<file path="config.mk">
export PLATFORM = sky130hd
export DESIGN_NAME = jk_bank_ctrl
export DESIGN_NICKNAME = d
export VERILOG_FILES = /design/src/rtl/jk_bank_ctrl_pkg.sv /design/src/rtl/jk_bank_ctrl_jk_cell.sv /design/src/rtl/jk_bank_ctrl.sv
export SDC_FILE = /design/constraint.sdc
export NUM_CORES = 1
export LEC_CHECK = 0
export BUFFER_PORTS_ARGS = -buffer_cell sky130_fd_sc_hd__buf_4
export CAP_MARGIN = 40
export CORE_AREA = 10 10 63 55
export CTS_BUF_LIST = sky130_fd_sc_hd__clkbuf_16
export DETAILED_ROUTE_END_ITERATION = 8
export DIE_AREA = 0 0 73 65
export PLACE_DENSITY_LB_ADDON = 0.2
export SLEW_MARGIN = 20
export SYNTH_ARGS = -nofsm -noshare
export SYNTH_HDL_FRONTEND = slang
export SYNTH_SLANG_ARGS = --single-unit
</file>
<file path="constraint.sdc">
create_clock -name clk -period 4.8 [get_ports clk]
set_input_delay 1.2 -clock clk [delete_from_list [all_inputs] [get_ports clk]]
set_output_delay 1.2 -clock clk [all_outputs]
set_load 0.1 [all_outputs]
</file>
<file path="src/rtl/jk_bank_ctrl_pkg.sv">
// Shared opcode and FSM state encodings for the JK register-bank controller.
package jk_bank_ctrl_pkg;

    typedef enum logic [1:0] {
        OP_LOAD   = 2'b00,
        OP_UP     = 2'b01,
        OP_DOWN   = 2'b10,
        OP_TOGGLE = 2'b11
    } op_e;

    typedef enum logic [1:0] {
        IDLE = 2'b00,
        RUN  = 2'b01,
        DONE = 2'b10
    } state_e;

endpackage

</file>
<file path="src/rtl/jk_bank_ctrl_jk_cell.sv">
// One JK flip-flop built on a D flop: D = J&~Q | ~K&Q.
module jk_cell (
    input  logic clk,
    input  logic rst,
    input  logic j,
    input  logic k,
    output logic q
);

    logic q_q;
    logic q_d;

    always_comb begin
        q_d = (j & ~q_q) | (~k & q_q);
    end

    always_ff @(posedge clk or negedge rst) begin
        if (!rst) q_q <= 1'b0;
        else      q_q <= q_d;
    end

    assign q = q_q;

endmodule

</file>
<file path="src/rtl/jk_bank_ctrl.sv">
// Command FSM driving a bank of JK cells: load, count up/down by N, toggle mask.
module jk_bank_ctrl
    import jk_bank_ctrl_pkg::*;
#(
    parameter int unsigned WIDTH = 4
) (
    input  logic             clk,
    input  logic             rst,
    input  logic             cmd_valid,
    output logic             cmd_ready,
    input  logic [1:0]       cmd_op,
    input  logic [WIDTH-1:0] cmd_data,
    output logic [WIDTH-1:0] q,
    output logic             busy,
    output logic             done
);

    state_e           state_q, state_d;
    op_e              op_q, op_d;
    logic [WIDTH-1:0] data_q, data_d;
    logic [WIDTH-1:0] cnt_q, cnt_d;
    logic             busy_q, done_q, ready_q;
    logic [WIDTH-1:0] j, k;
    logic [WIDTH-1:0] t;
    logic             carry;

    always_comb begin
        state_d = state_q;
        op_d    = op_q;
        data_d  = data_q;
        cnt_d   = cnt_q;
        case (state_q)
            IDLE: begin
                if (cmd_valid && ready_q) begin
                    op_d   = op_e'(cmd_op);
                    data_d = cmd_data;
                    if (cmd_op == OP_LOAD || cmd_op == OP_TOGGLE) begin
                        cnt_d   = WIDTH'(1);
                        state_d = RUN;
                    end else if (cmd_data == '0) begin
                        // A zero-step count skips RUN entirely
                        cnt_d   = '0;
                        state_d = DONE;
                    end else begin
                        cnt_d   = cmd_data;
                        state_d = RUN;
                    end
                end
            end
            RUN: begin
                cnt_d = cnt_q - WIDTH'(1);
                if (cnt_q == WIDTH'(1)) state_d = DONE;
            end
            DONE:    state_d = IDLE;
            default: state_d = IDLE;
        endcase
    end

    // Counting uses the ripple-toggle form: bit i toggles when all lower bits are 1 (up) or 0 (down)
    always_comb begin
        j     = '0;
        k     = '0;
        t     = '0;
        carry = 1'b1;
        if (state_q == RUN) begin
            case (op_q)
                OP_LOAD: begin
                    j = data_q;
                    k = ~data_q;
                end
                OP_TOGGLE: begin
                    j = data_q;
                    k = data_q;
                end
                OP_UP: begin
                    for (int unsigned i = 0; i < WIDTH; i++) begin
                        t[i]  = carry;
                        carry = carry & q[i];
                    end
                    j = t;
                    k = t;
                end
                OP_DOWN: begin
                    for (int unsigned i = 0; i < WIDTH; i++) begin
                        t[i]  = carry;
                        carry = carry & ~q[i];
                    end
                    j = t;
                    k = t;
                end
                default: begin
                    j = '0;
                    k = '0;
                end
            endcase
        end
    end

    always_ff @(posedge clk or negedge rst) begin
        if (!rst) begin
            state_q <= IDLE;
            op_q    <= OP_LOAD;
            data_q  <= '0;
            cnt_q   <= '0;
            busy_q  <= 1'b0;
            done_q  <= 1'b0;
            ready_q <= 1'b1;
        end else begin
            state_q <= state_d;
            op_q    <= op_d;
            data_q  <= data_d;
            cnt_q   <= cnt_d;
            busy_q  <= (state_d != IDLE);
            done_q  <= (state_d == DONE);
            ready_q <= (state_d == IDLE);
        end
    end

    for (genvar g = 0; g < WIDTH; g++) begin : g_bank
        jk_cell u_cell (
            .clk (clk),
            .rst (rst),
            .j   (j[g]),
            .k   (k[g]),
            .q   (q[g])
        );
    end

    assign cmd_ready = ready_q;
    assign busy      = busy_q;
    assign done      = done_q;

endmodule

</file>
======== Yosys cells after proc, flatten, opt, wreduce, memory -nomap -nowiden ========
Cells that the tools add are included.
operators by class
  add/subtract/negate cells ............... 1
  eq/ne operators ......................... 8
  reductions and logical operators ........ 12
  bitwise operators ....................... 25
  mux-type cells .......................... 13
operators with widths
  operator                                          number
  2-to-1 mux 4 bit                                  5
  case mux 4 bit (4 select lines)                   1
  AND 1 bit                                         12
  case mux 4 bit (3 select lines)                   1
  == test 2 bit, second input constant              4
  zero test 2 bit                                   4
  2-to-1 mux 2 bit                                  4
  NOT 1 bit                                         8
  case mux 4 bit (2 select lines)                   1
  == test 2 x 1 -> 1 bit, second input constant     2
  == test 4 x 1 -> 1 bit, second input constant     1
  zero test 4 bit                                   1
  NOT 4 bit                                         1
  bitwise OR 1 bit                                  4
  case mux 2 bit (2 select lines)                   1
  AND reduction 2 bit                               2
  nonzero test 2 bit                                2
  subtractor 4 x 1 -> 4 bit, second input constant  1
  inequality test 2 bit, second input constant      1
  OR reduction 2 bit                                1
  logical AND 1 bit                                 1
  logical OR 1 bit                                  1
word-level totals
  output and inout bits ................... 7
  bits of input ports ..................... 9
  register bits after elaboration ......... 19
  logic and storage cells ................. 70

======== Longest topological paths before layout ========
  word-level depth ........................ 8
  gate-level depth with buffers ........... 6
  depth with buffers taken out ............ 5

======== By module ========
Synthesis repeated with hierarchy kept, for this count alone.
second synthesis, totals
  cells, all modules ...................... 111
  area, all modules ....................... 1092.3 µm²
modules (own cells, without submodules)
  module        times used  area an instance (µm²)  cells each
  jk_bank_ctrl  1           937.1                   99
  jk_cell       4           38.8                    3

======== Least setup slack after synthesis ========
OpenSTA, ideal clock, no wires.
  path type ............................... reg2out
  start ................................... register busy_q (netlist: busy)
  end ..................................... output busy
  data arrival time ....................... 0.883 ns
  path buffers ............................ 0
  data required time ...................... 3.600 ns
  cell stages (with the launch flop) ...... 1
  slack ................................... 2.717 ns
  cell sequence ........................... dfrtp_1
RTL lines
  element                 RTL line             text
  start, declared         jk_bank_ctrl.sv:22   logic busy_q, done_q, ready_q;
  start signal, assigned  jk_bank_ctrl.sv:113  busy_q <= (state_d != IDLE);
  end, declared           jk_bank_ctrl.sv:14   output logic busy,
No word-level cell between the ends.

======== Final worst setup path ========
  start ................................... register ready_q (netlist: cmd_ready)
  end ..................................... output cmd_ready
RTL lines
  element                 RTL line             text
  start, declared         jk_bank_ctrl.sv:22
  start signal, assigned  jk_bank_ctrl.sv:115  ready_q <= (state_d == IDLE);
  end, declared           jk_bank_ctrl.sv:10   output logic cmd_ready,
No word-level cell between the ends.

==> results.toml <==
[floorplanning]
die_width_um = 73
die-area_mm2 = 0.00475
die_h_um = 65
core_mm2 = 0.00228
ios = 16
rows = 16
initial_utilization_pct = 46.8

[synth]
synth_top_family_by_area = "compound AO/OA/AOI/OAI gates"
synth-compound-area-share_pct = 19.4
ys_warn_count = 0
synth-edff-count = 0
synth_ff_type = "dfrtp_1"
avgSynthCellArea_um2 = 9.54
synth_largest_area_cell = "dfrtp_1"
synth_common_cells = "18 x dfrtp_1, 18 x nand2_1, 7 x nor2_1"
ys_async_sr_fraction_pct = 100
synthSimpleGateAreaFrac_pct = 18.0
synth_fp_nets = 127
synth.distinct_cells = 38
netlist_area_mm2 = 0.00107
synth_area_leaders = "dfrtp_1 42%, ha_1 7.0%, nand2_1 6.3%"
synthAdderAreaFrac_pct = 7.03
syn_inst = 112
synth_xor_area_share_pct = 0.820
synth_top_area_share_pct = 42.2
synthMuxAreaShare_pct = 2.81
ys_seq_area_share_pct = 44.6
synth-seq-cells = 19

[drt]
num_vias = 857
vias_per_cell = 5.79
drtIter0Drc = 87
firstDrtPassIters = 4
drt-total-wl_um = 2210
wl_per_cell_um = 14.9
drc = 0
drtAntennaViolNets = 0

[global_routing]
antenna_found_initial = 0
grt_max_degree = 20
grtUsageTotal_pct = 10.1
grt_pass1_vias = 836
grt_pass1_wl_um = 3930
grt_overflow = 0

[setup_path]
worstSetupPathType = "reg2out"
start_kind = "flop"
cp_max_fo = 3
max_stage_delay_ns = 0.53
path_cells = "buf_4"
end_kind = "output port"
crit_arrival_ns = 1.07
worstPathRequired_ns = 3.60
crit_family = "flip-flops"
cp.depth = 1
worst-path-buf-inv = 1
slowest_stage = "dfstp_2"
r2r_cells = 5

[timing]
finalCriticalPeriod_ns = 2.27
finalWorstSetupSlack_ns = 2.53
tightest_slew_ns = 0.756
setup-tns-final_ns = 0
rsz0062_at_grt = "false"
fin_crit_sh_pct = 47.3
finalHoldViolCount = 0
maxSlewViolCount = 0
clock_skew_ns = 0.00382
setup_viol = 0
max_freq_mhz = 440
relSlewSlack_pct = 49.5

[flow_run]
drv_cap = 0

[cells_and_area]
final_nets = 137
drive_gt1_share_pct = 18.2
num_antenna_cells = 0
fin_cells = 148
syn2layout_area_growth_pct = 16.0
design_area_mm2 = 0.00124

[worst_hold_path]
holdPathStages = 2
hp-class = "reg2reg"

[cts]
clk_latency_ns = 0.25
ctsRootBufferMaster = "clkbuf_16"
tritoncts = "built"
cts_made_buffers = 3
cts_resized = 0
cts.sinks = 19
clk_pin_slew_worst_paths_ns = 0.06
cts_max_path_buffers = 2
htreeDepth = 1
holdBufCountCts = 0
cts_setup_buffers = 0

[place]
hpwlAfterDp_um = 1650
dp.cells = 144
dpl_cell_area_mm2 = 0.00116
place_ws_ns = 2.50
port_buffers = 15
gp_congestion = 0.800

[status]
status = "finished clean"
==> sequential cells by signal (all words and copies together) (netlist names) <==
name             cells
busy                 1
cnt_q                4
g_bank.u_cell.q      4
cmd_ready            1
state_q              2
op_q                 2
data_q               4
done                 1
==> cells by family after synthesis <==
group	after synthesis
adders and majority gates	6
buffers and inverters	16
xor gates and xnor gates	1
AOI/OAI and AO/OA	28
muxes	3
DFF	19
and+or+nand+nor	39
==> worst min-delay path: stages, from the launching register on <==
cell and delay, ns:
dfrtp_1 0.38, nand2_1 0.06, nand2_1 0.06
==> layer usage <==
| metal | wire length, um | track usage, % | part of all wire, % |
|---|---|---|---|
| met1 | 1080 | 13.8 | 49 |
| met2 | 921 | 13.9 | 42 |
| met3 | 209 | 5.02 | 9.5 |
| met4 | 0 | 1.42 | 0 |
| met5 | 0 | 0 | 0 |
==> final cells by class <==
class / count / area [um2]
multi-input combinational: 77 / 514
tap: 27 / 33.8
fill: 203 / 1040
inverter: 6 / 22.5
clock inverter: 1 / 5.00
clock buffer: 3 / 75.1
sequential: 19 / 477
timing repair buffer: 15 / 113
==> path summary, 6_finish.rpt <==
kind                            startpoint                 end  slack, ns
worst max-delay path             cmd_ready           cmd_ready       2.53
worst min register to register   data_q[3]           data_q[3]       0.53
min in group asynchronous              rst  g_bank[2].u_cell.q       0.81
worst min-delay path             data_q[3]           data_q[3]       0.53
max in group asynchronous              rst           cmd_ready       3.72
worst max register to register     op_q[0]  g_bank[3].u_cell.q       3.12
==> through the flow <==
stage	utilization [%]	hold WS [ns]
after floorplan	-	0.486
after global placement	50.8	0.514
after detailed placement	50.8	0.515
after CTS	54.3	0.529
after global routing	54.3	0.563
final	54.3	0.528
==> layout by cell type, fill, tap and decap left out, types with 2 or more instances in the layout <==
cell / instances
nor2b_1: 2
ha_1: 6
mux2i_1: 3
a211oi_1: 3
a221o_1: 2
a311oi_1: 2
nand2_1: 18
nand2b_1: 2
clkbuf_16: 3
nor2_1: 7
dfrtp_1: 18
o21ai_0: 3
o22ai_1: 2
nand3_1: 2
a21oi_1: 5
buf_4: 15
nor3_1: 3
inv_1: 6
Power is not shown: default switching activity piles up to over one toggle a cycle in this logic, so the estimate is an artifact.
